## src/rtl/box_line_sched_if.sv

```systemverilog
// box_line_sched_if -- descriptor write channel for box_line_sched.
//   master drives wr_req/wr_idx/wr_x1..wr_y2/wr_rgb/wr_en and holds wr_req
//   until it sees wr_ack; slave returns a one-cycle wr_ack pulse per write.
interface box_line_sched_if #(
   parameter int NBOX = 4
);
   localparam int IW = $clog2(NBOX);

   logic          wr_req;
   logic [IW-1:0] wr_idx;
   logic [10:0]   wr_x1;
   logic [10:0]   wr_y1;
   logic [10:0]   wr_x2;
   logic [10:0]   wr_y2;
   logic [2:0]    wr_rgb;
   logic          wr_en;
   logic          wr_ack;

   modport master (
      output wr_req, wr_idx, wr_x1, wr_y1, wr_x2, wr_y2, wr_rgb, wr_en,
      input  wr_ack
   );

   modport slave (
      input  wr_req, wr_idx, wr_x1, wr_y1, wr_x2, wr_y2, wr_rgb, wr_en,
      output wr_ack
   );
endinterface

```

## src/rtl/box_line_sched.sv

```systemverilog
// box_line_sched -- per-scanline box descriptor scheduler.
//   Two banks of NBOX box descriptors: shadow (written over the wr channel)
//   and active (scanned). commit arms a shadow->active copy at the next
//   frame_start. On each line_start the active bank is scanned one slot per
//   cycle and the lowest-index box covering line_y is presented on box_*.
// Ports:
//   clk, reset        pixel clock, async active-high reset
//   frame_start       frame boundary pulse (performs pending copy, aborts scan)
//   line_start/line_y starts a scan of line line_y
//   wr                descriptor write channel (slave side)
//   commit            arms copy; commit_pending shows it is armed
//   box_*/box_valid   selected box for the draw datapath
//   busy              scan in progress
module box_line_sched #(
   parameter int NBOX = 4
) (
   input  logic            clk,
   input  logic            reset,
   input  logic            frame_start,
   input  logic            line_start,
   input  logic [10:0]     line_y,
   box_line_sched_if.slave wr,
   input  logic            commit,
   output logic            commit_pending,
   output logic [10:0]     box_x1,
   output logic [10:0]     box_y1,
   output logic [10:0]     box_x2,
   output logic [10:0]     box_y2,
   output logic [2:0]      box_rgb,
   output logic            box_valid,
   output logic            busy
);
   localparam int IW = $clog2(NBOX);

   typedef struct packed {
      logic [10:0] x1;
      logic [10:0] y1;
      logic [10:0] x2;
      logic [10:0] y2;
      logic [2:0]  rgb;
      logic        en;
   } desc_t;

   typedef enum logic [1:0] {IDLE, SCAN, HOLD} state_t;

   desc_t [NBOX-1:0] shadow;
   desc_t [NBOX-1:0] active;
   state_t           state, state_n;
   logic [IW-1:0]    idx;
   logic [10:0]      ly;
   logic             found;
   desc_t            hit_desc;
   desc_t            box_q;
   desc_t            cur;
   logic             copy, accept, last, cur_hit;

   // A copying frame_start owns the shadow bank for that cycle; a write
   // waiting on it is taken on the following cycle instead.
   assign copy    = frame_start & commit_pending;
   assign accept  = wr.wr_req & ~wr.wr_ack & ~copy;

   assign cur     = active[idx];
   // Unsigned compare: a slot with y1 > y2 can never satisfy both bounds.
   assign cur_hit = cur.en & (cur.y1 <= ly) & (ly <= cur.y2);
   assign last    = (idx == IW'(NBOX-1));

   // Descriptor banks, write handshake, commit tracking.
   always_ff @(posedge clk or posedge reset) begin
      if (reset) begin
         shadow         <= '0;
         active         <= '0;
         wr.wr_ack      <= 1'b0;
         commit_pending <= 1'b0;
      end else begin
         wr.wr_ack <= accept;
         if (accept)
            shadow[wr.wr_idx] <= '{wr.wr_x1, wr.wr_y1, wr.wr_x2, wr.wr_y2,
                                   wr.wr_rgb, wr.wr_en};
         if (copy)
            active <= shadow;
         // A commit landing on the copy cycle arms the next frame.
         commit_pending <= copy ? commit : (commit_pending | commit);
      end
   end

   always_ff @(posedge clk or posedge reset) begin
      if (reset) state <= IDLE;
      else       state <= state_n;
   end

   // line_start wins over frame_start: the copy lands on the same edge, so
   // the new scan already sees the new active bank.
   always_comb begin
      state_n = state;
      if (line_start)
         state_n = SCAN;
      else if (frame_start)
         state_n = IDLE;
      else if (state == SCAN && last)
         state_n = HOLD;
   end

   assign busy = (state == SCAN);

   // Scan datapath: first hit is latched; the last slot's hit is folded in
   // directly on the SCAN->HOLD edge.
   always_ff @(posedge clk or posedge reset) begin
      if (reset) begin
         idx       <= '0;
         ly        <= '0;
         found     <= 1'b0;
         hit_desc  <= '0;
         box_q     <= '0;
         box_valid <= 1'b0;
      end else if (line_start) begin
         ly        <= line_y;
         idx       <= '0;
         found     <= 1'b0;
         box_valid <= 1'b0;
      end else if (frame_start) begin
         idx       <= '0;
         found     <= 1'b0;
         box_valid <= 1'b0;
      end else if (state == SCAN) begin
         idx <= idx + 1'b1;
         if (cur_hit && !found) begin
            found    <= 1'b1;
            hit_desc <= cur;
         end
         if (last) begin
            idx <= '0;
            // No hit: box_* keep their previous contents.
            if (found || cur_hit) begin
               box_q     <= found ? hit_desc : cur;
               box_valid <= 1'b1;
            end
         end
      end
   end

   assign box_x1  = box_q.x1;
   assign box_y1  = box_q.y1;
   assign box_x2  = box_q.x2;
   assign box_y2  = box_q.y2;
   assign box_rgb = box_q.rgb;
endmodule

```

## src/flat_wrapper.sv

```systemverilog
// flat-port wrapper written by rule: the top's interface ports become plain ports
module box_line_sched_flat 
#(
   parameter int NBOX = 4
)
  (clk, reset, frame_start, line_start, line_y, commit, commit_pending, box_x1, box_y1, box_x2, box_y2, box_rgb, box_valid, busy, wr_wr_req, wr_wr_idx, wr_wr_x1, wr_wr_y1, wr_wr_x2, wr_wr_y2, wr_wr_rgb, wr_wr_en, wr_wr_ack);
  box_line_sched_if #(.NBOX(NBOX)) wr_i ();
  input  logic clk;
  input  logic reset;
  input  logic frame_start;
  input  logic line_start;
  input  logic [10:0] line_y;
  input  logic commit;
  output logic commit_pending;
  output logic [10:0] box_x1;
  output logic [10:0] box_y1;
  output logic [10:0] box_x2;
  output logic [10:0] box_y2;
  output logic [2:0] box_rgb;
  output logic box_valid;
  output logic busy;
  input wire logic [$bits(wr_i.wr_req)-1:0] wr_wr_req;
  input wire logic [$bits(wr_i.wr_idx)-1:0] wr_wr_idx;
  input wire logic [$bits(wr_i.wr_x1)-1:0] wr_wr_x1;
  input wire logic [$bits(wr_i.wr_y1)-1:0] wr_wr_y1;
  input wire logic [$bits(wr_i.wr_x2)-1:0] wr_wr_x2;
  input wire logic [$bits(wr_i.wr_y2)-1:0] wr_wr_y2;
  input wire logic [$bits(wr_i.wr_rgb)-1:0] wr_wr_rgb;
  input wire logic [$bits(wr_i.wr_en)-1:0] wr_wr_en;
  output wire logic [$bits(wr_i.wr_ack)-1:0] wr_wr_ack;
  assign wr_i.wr_req = wr_wr_req;
  assign wr_i.wr_idx = wr_wr_idx;
  assign wr_i.wr_x1 = wr_wr_x1;
  assign wr_i.wr_y1 = wr_wr_y1;
  assign wr_i.wr_x2 = wr_wr_x2;
  assign wr_i.wr_y2 = wr_wr_y2;
  assign wr_i.wr_rgb = wr_wr_rgb;
  assign wr_i.wr_en = wr_wr_en;
  assign wr_wr_ack = wr_i.wr_ack;
  box_line_sched #(.NBOX(NBOX)) u_core (.clk(clk), .reset(reset), .frame_start(frame_start), .line_start(line_start), .line_y(line_y), .wr(wr_i), .commit(commit), .commit_pending(commit_pending), .box_x1(box_x1), .box_y1(box_y1), .box_x2(box_x2), .box_y2(box_y2), .box_rgb(box_rgb), .box_valid(box_valid), .busy(busy));
endmodule
```

## config.mk

```make
export PLATFORM = sky130hd
export DESIGN_NAME = box_line_sched_flat
export DESIGN_NICKNAME = d
export VERILOG_FILES = /design/src/rtl/box_line_sched_if.sv /design/src/rtl/box_line_sched.sv /design/src/flat_wrapper.sv
export SDC_FILE = /design/constraint.sdc
export NUM_CORES = 1
export LEC_CHECK = 0
export ABC_AREA = 1
export BUFFER_PORTS_ARGS = -buffer_cell sky130_fd_sc_hd__buf_2
export CAP_MARGIN = 40
export CORE_ASPECT_RATIO = 0.9
export CORE_MARGIN = 2
export CORE_UTILIZATION = 60
export CTS_CLUSTER_DIAMETER = 150
export DETAILED_ROUTE_END_ITERATION = 10
export PLACE_DENSITY = 0.76
export SYNTH_ARGS = -nofsm -noshare
export SYNTH_HDL_FRONTEND = slang
export SYNTH_SLANG_ARGS = --single-unit
export TNS_END_PERCENT = 100
```

## constraint.sdc

```tcl
create_clock -name clk -period 17.9 [get_ports clk]
set_clock_uncertainty 0.05 [all_clocks]
set_input_delay 1.79 -clock clk [delete_from_list [all_inputs] [get_ports clk]]
set_output_delay 1.79 -clock clk [all_outputs]
set_load 0.02 [all_outputs]
```

Word-level counts from Yosys, hierarchy flattened
Index checks and enable logic that the tools add are counted.
W data, S select, Z words.

operators by class
  add/sub/neg operators = 1
  multipliers = 0
  divide/modulo/power cells = 0
  $lt $le $gt $ge = 5
  equal/unequal tests = 2
  shift operators = 0
  muxes and demuxes = 23
  bitwise logic cells = 10
  reduce and logical (&&, ||, !) cells = 14

operator list
  cell                   count
  $bwmux W192            1
  $mux W48               3
  $bmux W48 S2           1
  $demux W48 S2          1
  $le A11 B11 Y1         2
  $reduce_bool A3 Y1     5
  $mux W2                7
  $mux W1                10
  $lt A2 B3 Y1 const B   2
  $and A1 B1 Y1          5
  $reduce_and A5 Y1      1
  $not A1 Y1             4
  $reduce_and A4 Y1      1
  $logic_and A1 B1 Y1    3
  $reduce_and A3 Y1      1
  $add A2 B1 Y2 const B  1
  $eq A2 B1 Y1 const B   1
  $eq A2 B2 Y1 const B   1
  $ge A2 B1 Y1 const B   1
  $reduce_and A2 Y1      1
  $logic_not A1 Y1       1
  $logic_or A1 B1 Y1     1
  $or A1 B1 Y1           1

word-level totals
  register bits = 498
  bits in latches = 0
  bits in writable memories = 0
  memory bits (read-only) = 0
  input bits = 67
  output and inout bits = 51
  logic and storage cells = 121
  memories = 0

Depth between registers and ports, before layout
Gate-level depths: netlist (run 1).

  depth in word-level cells = 11
  gate-level depth with buffers = 22
  depth with buffers taken out = 17

Worst setup path before layout (run 1)
Ideal clock, no wire load.

  path type = input port to flip-flop
  start point = in line_start
  end point = reg u_core.hit_desc[37] in the netlist's numbering
  library setup time = 117 ps
  arrival = 2857 ps
  data required time = 17733 ps
  path slack = 14876 ps
  cell stages on the path = 8
  path buffers = 2
  cells stage by stage = nor2_2 > inv_2 > nor3_4 > nand3_2 > buf_2 > buf_6 > nand2_1 > nand2_1

on the way
  longest elaborated chain between the ends = 2

RTL lines
  item                                RTL line               text
  start: declaration                  flat_wrapper.sv:11     input logic line_start;
  $not A1 Y1 (no source line)         -
  $reduce_and A4 Y1 (no source line)  -
  end signal: assignment              box_line_sched.sv:128  hit_desc <= cur;
  end: declaration                    box_line_sched.sv:52   desc_t hit_desc;

No other way between the ends.
A chain may end at the register's enable or synchronous reset.

==> impl_metrics.env, run 1 <==
export IMPL_grt_max_degree=97
export IMPL_start_util_pct=61.2
export IMPL_core_area_um2=34100
export IMPL_ant_nets=0
export IMPL_worstSetupPathType="reg -> reg"
export IMPL_fin_crit_sh_pct=26.3
export IMPL_busiest_layer="met2"
export IMPL_reg2reg_depth=19
export IMPL_synth_seq_cells=497
export IMPL_wirelength_um=51500
export IMPL_globalRouteMet1Util_pct=43.1
export IMPL_yosys_warnings=0
export IMPL_drtIter0Drc=1556
export IMPL_cts_sinks=497
export IMPL_cts_resized=0
export IMPL_ys_top_cells_by_area="dfrtp_1 (60%), nand2_1 (21%), o21ai_0 (7.1%)"
export IMPL_critPathRequiredTime_ns=18.30
export IMPL_hp_start="u_core.shadow[40]$_DFFE_PP0P_"
export IMPL_placed_cells=2942
export IMPL_cp_start_kind="flop"
export IMPL_dieArea_um2=36300
export IMPL_use_met3_pct=5.95
export IMPL_netlist_area_leader_share_pct=59.5
export IMPL_netlist_area_um2=20900
export IMPL_io_pins=118
export IMPL_grt_pass1_wl_um=85200
export IMPL_rrSetupSlack_ns=13.19
export IMPL_r2r_end="u_core.box_x2[10]$_DFFE_PP0P_"
export IMPL_status="finished clean"
export IMPL_antenna_found_initial=1
export IMPL_die_x_um=201
export IMPL_path_clk_slew_ns=0.06
export IMPL_clock_latency_ns=0.56
export IMPL_clkPwrFrac_pct=33.7
export IMPL_synth_cell_types=26
export IMPL_overflow=0
export IMPL_critPathMaxFanout=51
export IMPL_fin_setup_tns_ns=0
export IMPL_timing_slew_headroom_pct=39.5
export IMPL_numPortBuffers=117
export IMPL_hold_viol=0
export IMPL_maxCapViolations=0
export IMPL_drive_gt1_share_pct=9.78
export IMPL_nets=2621
export IMPL_critPathArrivalTime_ns=5.10
export IMPL_cts_buffers=49
export IMPL_finalSetupViolations=0
export IMPL_antennaDiodeCount=0
export IMPL_period_needed_ns=4.71
export IMPL_whs_ns=0.405
export IMPL_dpl_hpwl_um=32300
export IMPL_avgRoutedWirePerCell_um=17.0
export IMPL_finalCoreUtilization_pct=69.2
export IMPL_first_global_vias=16400
export IMPL_grt_use_met2_pct=43.8
export IMPL_viasPerCell=5.62
export IMPL_cts_hold_buffers=0
export IMPL_p_int_uw=2180
export IMPL_drc_errors=0
export IMPL_p_total_uw=3100
export IMPL_post_cts_buffers=0
export IMPL_postSynthAreaPerCell_um2=8.41
export IMPL_hold_depth=2
export IMPL_async_flop_share_pct=100
export IMPL_root_buffer="clkbuf_16"
export IMPL_fmax_mhz=213
export IMPL_synth_top_area_cell="dfrtp_1"
export IMPL_hp_class="reg -> reg"
export IMPL_synth_seq_area_share_pct=59.5
export IMPL_cts_buffer_depth=3
export IMPL_sw_frac_of_total_pct=29.6
export IMPL_crit_path_end_kind="flop"
export IMPL_h_tree_depth=2
export IMPL_p_comb_share_pct=16.8
export IMPL_worst_pin_slew_ns=0.907
export IMPL_area_growth_syn_to_layout_pct=13.0
export IMPL_power_switching_uw=916
export IMPL_vdd_ir_drop_worst_uv=79.2
export IMPL_min_to="u_core.active[40]$_DFFE_PP0P_"
export IMPL_firstDrtPassIters=6
export IMPL_synth_nets=2575
export IMPL_vias=17000
export IMPL_seqPwrFrac_pct=49.4
export IMPL_fin_cells=3028
export IMPL_finalMaxSlewViolations=0
export IMPL_power_density_nw_per_um2=131
export IMPL_synthCells=2485
export IMPL_rsz0062_at_grt="false"
export IMPL_track_usage_pct=28.9
export IMPL_regToRegStartpoint="u_core.idx[0]$_DFFE_PP0P_"
export IMPL_rows=64
export IMPL_place_congestion=0.832
export IMPL_synth_edff_count=0
export IMPL_die_y_um=181
export IMPL_cts_tree="done"
export IMPL_synth_ff_type="dfrtp_1"
export IMPL_p_leak_uw=0.0127
## cells in the mapped netlist (2+ instances only)
cell type / count
a21o_1: 2
dfrtp_1: 497
buf_2: 35
nand2_1: 1173
o22ai_1: 36
nor2_2: 2
o21ai_1: 6
a21oi_1: 9
nand4_1: 38
inv_2: 4
buf_1: 8
clkbuf_1: 112
nand3_1: 76
nor2_1: 81
o21ai_0: 296
inv_1: 78
ha_1: 23
## layout by cell type (no fill, tap or decap)
cell           n
nand2_1     1172
ha_1          23
inv_1         75
bufinv_16      5
buf_4         24
o22ai_2        1
buf_12         1
inv_4          1
clkinv_2      10
buf_2        117
nor3_4         1
a21boi_4       1
a21o_1         2
o22ai_1       36
a21oi_1        9
nor2_2         2
nand2_4        1
nand4_1       38
clkinvlp_4     3
o21ai_0      296
inv_8          2
clkbuf_16     51
nor2_4         1
dfrtp_1      495
nand3_4        4
and2_1         1
clkbuf_1       9
dfrtp_2        2
buf_16        10
clkbuf_8       7
o21ai_1        6
nor2_1        80
o21bai_1       1
inv_2          5
nand3_1       72
inv_6          1
nand3_2        1
## flip-flops by register name, summed over array words and instances (netlist names), 2 cells and up
register	cells
u_core.box_x1	11
u_core.box_x2	11
u_core.box_y2	11
u_core.ly	11
u_core.state	2
u_core.shadow	192
u_core.box_y1	11
u_core.hit_desc	47
u_core.box_rgb	3
u_core.idx	2
u_core.active	192
## cells by family after synthesis
logic type      after synthesis  synth area share (%)
fa+ha+maj                    23                  1.38
flops                       497                  59.5
compound gates              352                  8.79
buf+inv                     240                  4.58
simple gates               1373                  25.7
## through the flow
step / worst slack (ns) / cell area, um^2
final: 13.19 / 23600
after global routing: 12.80 / 23600
after CTS: 13.30 / 23600
after detailed placement: 13.30 / 22000
after global placement: 12.76 / 21700
after floorplan: 2.19 / 20900
## worst max-delay path: stages, from the launching register on
cell and delay, ns:
dfrtp_2 0.36, buf_4 0.47, buf_4 0.56, o21ai_0 0.17, o22ai_1 0.45, ha_1 0.33, nand2_1 0.09, nor2_1 0.05
and2_1 0.17, nand2_1 0.06, nand3_1 0.06, nand2_1 0.10, buf_4 0.40, nand3_1 0.14, nand2_1 0.09, buf_4 0.38
nand2_1 0.09, buf_4 0.29, nand2_1 0.12, nand2_1 0.07
## layer usage
layer	part of all wire (%)	wire length, um
met1	45	23300
met2	44	22800
met3	8.4	4310
met4	2.2	1120
met5	0	0
## power by group through the flow
stage                     registers [uW]  logic [uW]  clock network, uW
after floorplan                     1510         374                  0
final                               1530         522               1040
after CTS                           1530         520               1060
after global routing                1560         602               1110
after detailed placement            1540         514                  0
after global placement              1540         480                  0
## layout make-up
cell class / count / area, um^2
repair buffers: 152 / 1060
well taps: 462 / 578
flip-flops and latches: 497 / 12400
inverters: 83 / 323
clock buffers: 67 / 1410
clock inverters: 19 / 238
fillers: 2687 / 10500
multi-input cells: 1748 / 7560
## worst max-delay path by stage
stage          cells past startpoint                         endpoint  slack, ns                 startpoint
4_1_cts                           19    u_core.box_x2[10]$_DFFE_PP0P_      13.30  u_core.idx[0]$_DFFE_PP0P_
3_5_place_dp                       7    u_core.active[98]$_DFFE_PP0P_      13.30                frame_start
2_1_floorplan                      1     u_core.active[0]$_DFFE_PP0P_       2.19                      reset
5_1_grt                           19     u_core.box_x1[9]$_DFFE_PP0P_      12.80  u_core.idx[0]$_DFFE_PP0P_
3_3_place_gp                      15  u_core.hit_desc[10]$_DFFE_PP0P_      12.76  u_core.idx[0]$_DFFE_PP0P_
6_report                          19    u_core.box_x2[10]$_DFFE_PP0P_      13.19  u_core.idx[0]$_DFFE_PP0P_
(Power assumes the default switching activity.)
==> run 2: changes to the inputs <==
clock period = 4.6 ns   (was 17.9 ns; I/O delays follow)
==> impl_metrics.env, run 2 (synthesis gave the netlist of run 1 again) <==
export IMPL_critical_path_cell_chain="buf_4, o21ai_0, o22ai_1, ha_1, nand2_1, nor2_1, and2_1, nand2_1, nand3_1, nand2_1, nand3_2, buf_12, nand2_1, o21ai_0"
export IMPL_antenna_found_initial=0
export IMPL_critPathMaxFanout=42
export IMPL_finalSetupViolations=0
export IMPL_grt_max_degree=142
export IMPL_dieArea_um2=36300
export IMPL_path_clk_slew_ns=0.06
export IMPL_cp_start_kind="flop"
export IMPL_layout_common_cells="nand2_1 (1,172), dfrtp_1 (495), o21ai_0 (296), buf_2 (117), nor2_1 (80)"
export IMPL_rrSetupSlack_ns=0.89
export IMPL_period_needed_ns=3.71
export IMPL_die_x_um=201
export IMPL_placed_cells=2943
export IMPL_hp_class="in -> reg"
export IMPL_worstSetupPathType="reg -> reg"
export IMPL_cpMaxStageDelayCell="nand3_2"
export IMPL_crit_path_end_kind="flop"
export IMPL_core_area_um2=34100
export IMPL_rows=64
export IMPL_first_global_vias=16300
export IMPL_vdd_ir_drop_worst_uv=288
export IMPL_top_regs="u_core.active x192, u_core.shadow x192, u_core.hit_desc x47"
export IMPL_start_util_pct=61.2
export IMPL_maxCapViolations=0
export IMPL_fin_cells=3026
export IMPL_min_to="u_core.commit_pending$_DFF_PP0_"
export IMPL_clock_latency_ns=0.57
export IMPL_drive_gt1_share_pct=9.56
export IMPL_ant_nets=0
export IMPL_worst_pin_slew_ns=0.849
export IMPL_finalMaxSlewViolations=0
export IMPL_cts_buffers=49
export IMPL_status="finished clean"
export IMPL_timing_slew_headroom_pct=43.4
export IMPL_r2r_end="u_core.hit_desc[12]$_DFFE_PP0P_"
export IMPL_p_total_uw=11900
export IMPL_rsz0062_at_grt="false"
export IMPL_track_usage_pct=29.2
export IMPL_antennaDiodeCount=0
export IMPL_nets=2623
export IMPL_die_y_um=181
export IMPL_cp_common_cell="nand2_1"
export IMPL_h_tree_depth=2
export IMPL_critPathRequiredTime_ns=4.99
export IMPL_drc_errors=0
export IMPL_power_density_nw_per_um2=507
export IMPL_place_congestion=0.835
export IMPL_viasPerCell=5.62
export IMPL_cts_tree="done"
export IMPL_hold_depth=2
export IMPL_fin_crit_sh_pct=80.6
export IMPL_avgRoutedWirePerCell_um=17.1
export IMPL_final_area_um2=23500
export IMPL_dpl_hpwl_um=32400
export IMPL_max_stage_delay_ns=0.46
export IMPL_drtIter0Drc=1708
export IMPL_firstDrtPassIters=5
export IMPL_wirelength_um=51700
export IMPL_area_growth_syn_to_layout_pct=12.4
export IMPL_layout_commonest_cell="nand2_1"
export IMPL_numPortBuffers=117
export IMPL_p_leak_uw=0.0126
export IMPL_critPathArrivalTime_ns=4.10
export IMPL_placed_cell_area_um2=21900
export IMPL_overflow=0
export IMPL_fin_setup_tns_ns=0
export IMPL_hold_viol=0
export IMPL_regToRegStartpoint="u_core.idx[0]$_DFFE_PP0P_"
export IMPL_fmax_mhz=270
export IMPL_io_pins=118
export IMPL_hp_start="commit"
export IMPL_grt_pass1_wl_um=85500
export IMPL_reg2reg_depth=14
export IMPL_cts_buffer_depth=3
export IMPL_whs_ns=0.0391
export IMPL_cts_sinks=497
export IMPL_root_buffer="clkbuf_16"
export IMPL_vias=17000
[run 2: metal layers]
layer / vias up / part of all wire [%] / track usage, %
met1: 8283 / 46 / 44.1
met3: 83 / 8.4 / 5.21
met2: 667 / 44 / 44.7
li1: 7981 / - / -
met5: - / 0 / 0
met4: 0 / 1.6 / 6.34
[run 2: worst max-delay path by stage]
stage	from	to	slack, ns	depth (start not counted)
after floorplan	reset	u_core.active[0]$_DFFE_PP0P_	-2.65	1
after global placement	u_core.idx[0]$_DFFE_PP0P_	u_core.hit_desc[7]$_DFFE_PP0P_	1.23	14
after detailed placement	u_core.idx[0]$_DFFE_PP0P_	u_core.hit_desc[11]$_DFFE_PP0P_	1.09	14
after CTS	u_core.idx[0]$_DFFE_PP0P_	u_core.hit_desc[12]$_DFFE_PP0P_	1.06	14
after global routing	u_core.idx[0]$_DFFE_PP0P_	u_core.box_x1[3]$_DFFE_PP0P_	0.71	15
final	u_core.idx[0]$_DFFE_PP0P_	u_core.hit_desc[12]$_DFFE_PP0P_	0.89	14
[run 2: report_power, final]
part / switching, uW / internal (uW) / total, uW / leakage, uW
logic: 1340 / 686 / 2030 / 0.00546
registers: 582 / 5380 / 5960 / 0.00641
clock network: 1650 / 2270 / 3910 / 0.000750
total: 3570 / 8330 / 11900 / 0.0126
[run 2: critical path, delay by kind of cell, from the launching register on]
kind	cells	cell delay (ns)
AOI/OAI and AO/OA	3	0.65
adders and majority gates	1	0.31
and+or+nand+nor	8	1.35
DFF	1	0.44
buffers and inverters	2	0.73
[run 2: timing repair]
item,4_1_cts,5_1_grt
hold buffers,1,0
hold endpoints to repair,22,0
buffers inserted,0,0
gates resized for setup,0,0
[run 2: cell type report]
type / count / area, um^2
clock buffer: 69 / 1390
clock inverter: 13 / 165
fill: 2763 / 10600
inverter: 83 / 319
multi-input combinational: 1748 / 7560
sequential: 497 / 12400
tap: 462 / 578
timing repair buffer: 154 / 1020
[run 2: per-stage QoR]
stage               setup WS, ns  utilization (%)
finish                     0.892             68.8
global route               0.709             68.8
CTS                         1.06             68.8
detailed placement          1.09             64.2
global placement            1.23             63.9
floorplan                  -2.65                -
